**src/rtl/if_fetch.sv**
```systemverilog
// if_fetch: owns the PC, keeps one imem request in flight and feeds inst/pc_addr/inst_valid to ifid.
module if_fetch #(
  parameter logic [31:0] RESET_PC = 32'h0000_0000,
  parameter logic [31:0] NOP_INST = 32'h0000_0013,
  parameter logic [31:0] PC_STEP = 32'd4
) (
  input  logic        clk,
  input  logic        rst,
  input  logic        stall,
  input  logic        redirect,
  input  logic [31:0] redirect_addr,
  output logic        imem_req,
  output logic [31:0] imem_addr,
  input  logic        imem_ready,
  input  logic        imem_rvalid,
  input  logic [31:0] imem_rdata,
  output logic [31:0] inst,
  output logic [31:0] pc_addr,
  output logic        inst_valid
);
  typedef enum logic [1:0] {IDLE, REQ, WAIT, HOLD} state_t;
  state_t state, state_n;
  logic [31:0] pc, pc_n, hold_inst, hold_inst_n, hold_pc, hold_pc_n;
  logic [31:0] inst_n, pc_addr_n, word, word_pc;
  logic drop, drop_n, inst_valid_n, take, keep, give, freeze;
  assign imem_req = state == REQ;
  assign imem_addr = pc;
  always_comb begin
    take = state == WAIT && imem_rvalid && !drop;
    freeze = stall && !redirect;
    keep = take && freeze;
    give = !redirect && !stall && (take || state == HOLD);
    word = state == HOLD ? hold_inst : imem_rdata;
    word_pc = state == HOLD ? hold_pc : pc;
    state_n = state;
    drop_n = drop;
    case (state)
      IDLE: state_n = REQ;
      REQ: begin
        state_n = imem_ready ? WAIT : REQ;
        drop_n = redirect && imem_ready;
      end
      WAIT: begin
        state_n = !imem_rvalid ? WAIT : keep ? HOLD : REQ;
        drop_n = !imem_rvalid && (drop || redirect);
      end
      default: state_n = freeze ? HOLD : REQ;
    endcase
    // Redirect drops bits [1:0] of the target and beats any PC advance this cycle
    pc_n = redirect ? redirect_addr & ~32'd3 : take ? pc + PC_STEP : pc;
    hold_inst_n = keep ? imem_rdata : hold_inst;
    hold_pc_n = keep ? pc : hold_pc;
    inst_n = freeze ? inst : give ? word : NOP_INST;
    pc_addr_n = give ? word_pc : pc_addr;
    inst_valid_n = give || (freeze && inst_valid);
  end
  always_ff @(posedge clk or negedge rst)
    if (!rst) begin
      state <= IDLE;
      pc <= RESET_PC;
      drop <= 1'b0;
      hold_inst <= '0;
      hold_pc <= '0;
      inst <= NOP_INST;
      pc_addr <= '0;
      inst_valid <= 1'b0;
    end else begin
      state <= state_n;
      pc <= pc_n;
      drop <= drop_n;
      hold_inst <= hold_inst_n;
      hold_pc <= hold_pc_n;
      inst <= inst_n;
      pc_addr <= pc_addr_n;
      inst_valid <= inst_valid_n;
    end
endmodule

```
**config.mk**
```make
export PLATFORM = sky130hd
export DESIGN_NAME = if_fetch
export DESIGN_NICKNAME = d
export VERILOG_FILES = /design/src/rtl/if_fetch.sv
export SDC_FILE = /design/constraint.sdc
export NUM_CORES = 1
export LEC_CHECK = 0
export BUFFER_PORTS_ARGS = -buffer_cell sky130_fd_sc_hd__buf_2
export CAP_MARGIN = 0
export CORE_ASPECT_RATIO = 0.6
export CORE_MARGIN = 5
export CORE_UTILIZATION = 46
export DETAILED_ROUTE_END_ITERATION = 16
export GPL_TIMING_DRIVEN = 0
export PLACE_DENSITY = 0.68
export RECOVER_POWER = 25
export SLEW_MARGIN = 25
export SYNTH_ARGS = -nofsm -noshare
export SYNTH_HDL_FRONTEND = slang
export SYNTH_SLANG_ARGS = --single-unit
```
**constraint.sdc**
```tcl
create_clock -name clk -period 5.65 [get_ports clk]
set_input_delay 0.2825 -clock clk [delete_from_list [all_inputs] [get_ports clk]]
set_output_delay 0.2825 -clock clk [all_outputs]
set_load 0.05 [all_outputs]
```
==> impl_metrics.yaml, run 1 <==
run_status:
  run_status: "finished with violations"
  violations: "max-capacitance violations, max-slew violations"
drt:
  via_count: 5621
  drt_iter0_markers: 438
  drc: 0
  firstDrtPassIters: 5
  viasPerCell: 5.37
  wire_per_inst_um: 18.0
  drt-total-wl_mm: 18.9
  antenna_left: 0
sta:
  finalSetupViolCount: 0
  worst_pin_slew_ns: 2.41
  hold_violations: 0
  rsz0062_at_grt: "false"
  setup-tns-final_ns: 0
  period_needed_ns: 2.73
  max_freq_mhz: 367
  skew_ns: 0.0107
  period_share_pct: 48.2
  drv_slew: 45
  max-slew-margin-rel_pct: -60.3
cells_and_area:
  fillers: 1322
  final_cell_mix: "buf_2 (169), dfrtp_1 (155), nand2_1 (83), o21ai_0 (77), mux2_2 (66)"
  nNetsFinal: 906
  fin_cells: 1046
  drive_gt1_share_pct: 33.8
  area_delta_synth_final_pct: 23.4
  final_common_cell: "buf_2"
  n_antenna_cell: 0
floorplanning:
  dieArea_sq_um: 18400
  die_x_um: 172
  io-pin-count: 168
  start_util_pct: 47.0
  rows: 35
  die_h_um: 107
  core_sq_um: 15400
critical_path:
  worst_setup_path_end_kind: "flip-flop"
  arrival_ns: 3.02
  start_kind: "flip-flop"
  required_ns: 5.95
  critPathMaxFanout: 10
  path_class: "flip-flop to flip-flop"
clock_network:
  clockBufferDepth: 2
  cts_resized: 0
  cts.sinks: 158
  cts_buffers: 17
  tritoncts: "done"
  cts.htree.levels: 4
  cts_root_buf: "clkbuf_16"
  clk_pin_slew_ns: 0.07
  clk_latency_ns: 0.42
grt:
  grt_usage_pct: 20.9
  gr-total-overflow: 0
  antenna_found_initial: 1
  grt_pass1_wl_mm: 30.2
  grt_max_degree: 62
  grt_pass1_vias: 5709
power_and_ir_drop:
  p_leak_nw: 4.17
  power.density_nw_per_um2: 472
  vdd_drop_max_v: 0.000359
  total_power_mw: 4.21
logic_synthesis:
  synth_edf_count: 0
  ys_ff_latch: 158
  synthCells: 645
  synth.avg_cell_area_sq_um: 11.2
  synth_area_sq_um: 7220
  synthDistinctLibCells: 48
  synthFlopType: "dfrtp_1"
  postSynth.asyncResetShare_pct: 100
  yosys_warnings: 0
  synth-seq-area-share_pct: 54.8
placed_design:
  numPortBuffers: 161
  dp_hpwl_mm: 14.0
  gp_congestion: 0.830
  dp.cells: 1014
min_path:
  hp-class: "input pin to flip-flop"
flow_run:
  max_cap_violations: 1
## state kept, by name, indices dropped and copies added (netlist names)
register / cells
state: 2
inst: 32
drop: 1
hold_inst: 32
hold_pc: 30
imem_addr: 30
inst_valid: 1
pc_addr: 30
## repair_timing
item,CTS,global route
endpoints found under the setup margin,0,0
buffers inserted,0,0
hold buffers,1,0
endpoints found under the hold margin,44,0
## critical path, cell delays in order, from the launching register on
cell and delay, ns:
dfrtp_1 0.40, inv_1 0.09, ha_1 0.32, and3b_1 0.20, clkbuf_1 0.25, and2_1 0.17, clkbuf_1 0.44, buf_2 0.37
mux2_2 0.38
## cells in the mapped netlist, types with 2 or more instances
cell type | instances | share of area (%)
nor2b_1 | 2 | 0.17
ha_1 | 5 | 0.87
a21oi_1 | 2 | 0.14
xnor2_1 | 9 | 1.1
nand2_1 | 83 | 4.3
o22a_1 | 3 | 0.36
mux2_2 | 66 | 10
nor2_1 | 21 | 1.1
o21ai_0 | 77 | 5.3
buf_2 | 9 | 0.62
or4_1 | 12 | 1.2
clkbuf_1 | 30 | 1.6
clkbuf_2 | 2 | 0.14
nand4_1 | 11 | 0.95
and3_1 | 3 | 0.26
dfrtp_1 | 155 | 54
or3_1 | 3 | 0.26
o31ai_1 | 10 | 1.0
buf_1 | 3 | 0.16
buf_4 | 4 | 0.42
or4_4 | 2 | 0.31
nor4_1 | 3 | 0.26
inv_1 | 11 | 0.57
nand4b_1 | 3 | 0.36
mux2i_1 | 60 | 8.3
dfstp_2 | 3 | 1.1
nand3_1 | 9 | 0.62
nor3_1 | 6 | 0.42
buf_6 | 2 | 0.31
a31oi_1 | 16 | 1.4
xor2_1 | 3 | 0.36
## worst paths after layout
check	startpoint	end	slack [ns]	depth (start not counted)
setup / recovery	state[0]	hold_inst[13]	2.92	8
min in group asynchronous	rst	pc_addr[19]	1.13	2
setup reg to reg	state[0]	hold_inst[13]	2.92	8
hold reg to reg	inst[10]	inst[10]	0.48	2
max in group asynchronous	rst	inst[0]	2.95	4
hold / removal	redirect_addr[9]	imem_addr[9]	0.07	3
## power by group
group          internal (mW)  total (mW)  switching [mW]
combinational          0.488        1.45           0.957
sequential              1.48        1.68           0.204
clock                  0.594        1.08           0.485
## through the flow
step / utilization [%] / worst slack, ns / cell area, sq um / hold slack, ns
detailed placement: 54.4 / 2.90 / 8360 / 0.193
floorplan: - / 3.21 / 7230 / -0.0131
global placement: 53.9 / 2.05 / 8290 / 0.459
global route: 58.0 / 2.46 / 8910 / 0.0837
finish: 58.0 / 2.92 / 8910 / 0.0737
CTS: 58.0 / 2.87 / 8920 / 0.0599
## final cells by class
type | count | area (sq um) | share of cell area [%]
plain buffers | 50 | 231 | 2.60
clock buffers | 19 | 453 | 5.08
clock inverters | 12 | 103 | 1.15
inverters | 12 | 45.0 | 0.506
multi-input cells | 428 | 3000 | 33.6
flip-flops and latches | 158 | 3960 | 44.4
well taps | 203 | 254 | 2.85
repair buffers | 164 | 870 | 9.76
## logic make-up (layout without fill, tap and decap cells)
family | Yosys count | after routing | share of synthesized area, %
adder cells (fa/ha/maj) | 5 | 5 | 0.867
other | 1 | 4 | 0.0519
flip-flops | 158 | 158 | 54.8
multiplexers | 126 | 126 | 18.6
AO/OA/AOI/OAI | 115 | 115 | 9.01
AND/OR/NAND/NOR | 166 | 166 | 11.4
XOR/XNOR | 12 | 12 | 1.46
buffers and inverters | 62 | 257 | 3.83
## layer usage
layer  share of wire (%)  GRT usage, %  up-vias  wire [um]
met5               0.037             0        -          7
met4                0.89          5.44        2        167
li1                    -             -     2661          -
met2                  45          31.1      190       8440
met1                  47          30.6     2749       8900
met3                 7.1          5.20       19       1350
No activity file was read; power rests on OpenSTA's default activity.
==> run 2, diff against run 1 <==
==> constraint.sdc (replaced) <==
create_clock -name clk -period 2.7 [get_ports clk]
set_input_delay 0.135 -clock clk [delete_from_list [all_inputs] [get_ports clk]]
set_output_delay 0.135 -clock clk [all_outputs]
set_load 0.05 [all_outputs]
==> run 2 against run 1 <==
Compared with the run above:
- the flow still finishes with violations (max-capacitance violations, max-slew violations)
- core utilization up 3.8 points
- cell count up 5.5%
- combinational power up 110%
- total power up 110%
- first-iteration DRC count up 2.3%
- non-clock buffer count up 58
- clock-buffer cell count unchanged
- flip-flop and latch count unchanged
==> impl_metrics.yaml, run 2 (synthesis gave the netlist of run 1 again) <==
cells_and_area:
  fin_util_pct: 61.7
  nNetsFinal: 964
  design_area_sq_um: 9490
  final_common_cell: "buf_2"
  drive_gt1_share_pct: 32.2
  largest_registers: "hold_inst: 32 flops, inst: 32 flops"
  area_delta_synth_final_pct: 31.5
  n_antenna_cell: 0
  final_cell_mix: "buf_2 (169), dfrtp_1 (155), nand2_1 (83), o21ai_0 (77), mux2_2 (66)"
  fin_cells: 1104
critical_path:
  path_class: "flip-flop to flip-flop"
  critPathMaxFanout: 10
  path_delay_family: "simple AND/OR/NAND/NOR gates"
  start_kind: "flip-flop"
  arrival_ns: 2.81
  worst_setup_path_end_kind: "flip-flop"
  required_ns: 3.04
  crit_slowest_cell: "or4_4"
  path_buf_inv: 2
  crit_path_cell_trace: "inv_1 -> ha_1 -> nand4b_1 -> or4_4 -> buf_6 -> or4_1 -> a31oi_1"
  slowest_delay_ns: 0.55
floorplanning:
  start_util_pct: 47.0
  die_x_um: 172
  dieArea_sq_um: 18400
  io-pin-count: 168
  rows: 35
  die_h_um: 107
  core_sq_um: 15400
run_status:
  run_status: "finished with violations"
  violations: "max-capacitance violations, max-slew violations"
grt:
  gr-total-overflow: 0
  antenna_found_initial: 1
  grt_usage_pct: 21.5
  grt_pass1_vias: 5977
  grt_pass1_wl_mm: 31.3
  grt_max_degree: 62
clock_network:
  cts_buffers: 17
  post_cts.repair.setup_buffers: 0
  cts.htree.levels: 4
  tritoncts: "done"
  clockBufferDepth: 2
  clk_pin_slew_ns: 0.06
  cts.sinks: 158
  clk_latency_ns: 0.42
  cts_root_buf: "clkbuf_16"
sta:
  fin_ws_ns: 0.232
  finalSetupViolCount: 0
  max_freq_mhz: 405
  setup-tns-final_ns: 0
  skew_ns: 0.0119
  rsz0062_at_grt: "false"
  hold_violations: 0
  drv_slew: 61
  worst_pin_slew_ns: 1.60
  period_needed_ns: 2.47
  whs_ns: 0.0197
  max-slew-margin-rel_pct: -6.92
  period_share_pct: 91.4
placed_design:
  numPortBuffers: 161
  dpl_worst_slack_ns: -0.0488
  dp_hpwl_mm: 14.0
  dp.cells: 1014
  gp_congestion: 0.830
  dpl_cell_area_sq_um: 8360
power_and_ir_drop:
  pwr-share-seq_pct: 39.7
  p_leak_nw: 4.42
  power_frac_clock_pct: 25.4
  switching_share_pct: 39.0
  vdd_drop_max_v: 0.000752
  power.internal_mw: 5.41
  total_power_mw: 8.87
  power.density_nw_per_um2: 934
  p_sw_mw: 3.46
  p_comb_share_pct: 34.9
drt:
  drc: 0
  antenna_left: 0
  drt-total-wl_mm: 19.4
  viasPerCell: 5.31
  drt_iter0_markers: 448
  firstDrtPassIters: 8
  wire_per_inst_um: 17.6
  via_count: 5862
min_path:
  hp-class: "input pin to flip-flop"
flow_run:
  max_cap_violations: 1
[run 2: worst reg2reg max path: stages, from the launching register on]
cell and delay (ns):
dfrtp_1 0.40, inv_1 0.09, ha_1 0.32, nand4b_1 0.31
or4_4 0.55, buf_6 0.17, or4_1 0.39, a31oi_1 0.17
[run 2: metal layers]
metal	global-route usage (%)	wire, um
met1	30.9	9040
met2	33.1	8950
met3	4.97	1200
met4	5.55	200
met5	0	16
[run 2: final cells by class]
type,count,area [sq um]
Fill cell,1261,5880
Sequential cell,158,3960
Multi-Input combinational cell,428,3000
Timing Repair Buffer,223,1450
Clock buffer,19,453
Tap cell,203,254
Buffer,49,231
Clock inverter,12,103
Inverter,12,45.0
[run 2: timing repair]
action / 4_1_cts / 5_1_grt
hold buffers: 60 / 0
resized for setup: 0 / 7
hold endpoints to repair: 163 / 0
setup endpoints to repair: 60 / 33
[run 2: power by group through the flow]
stage	sequential (mW)	clock, mW	combinational, mW
2_1_floorplan	4.47	0	1.29
3_3_place_gp	3.50	0	2.96
3_5_place_dp	3.56	0	3.05
4_1_cts	3.52	2.31	3.13
5_1_grt	3.61	2.41	3.34
6_report	3.52	2.26	3.09
[run 2: path summary, 6_finish.rpt]
path	startpoint	cells past startpoint	slack (ns)	to
min in group asynchronous	rst	2	0.17	pc_addr[19]
worst max-delay path	state[0]	7	0.23	imem_addr[29]
worst max register to register	state[0]	7	0.23	imem_addr[29]
worst min-delay path	redirect_addr[26]	3	0.02	imem_addr[26]
max in group asynchronous	rst	4	0.61	inst[0]
worst min register to register	inst[10]	2	0.48	inst[10]
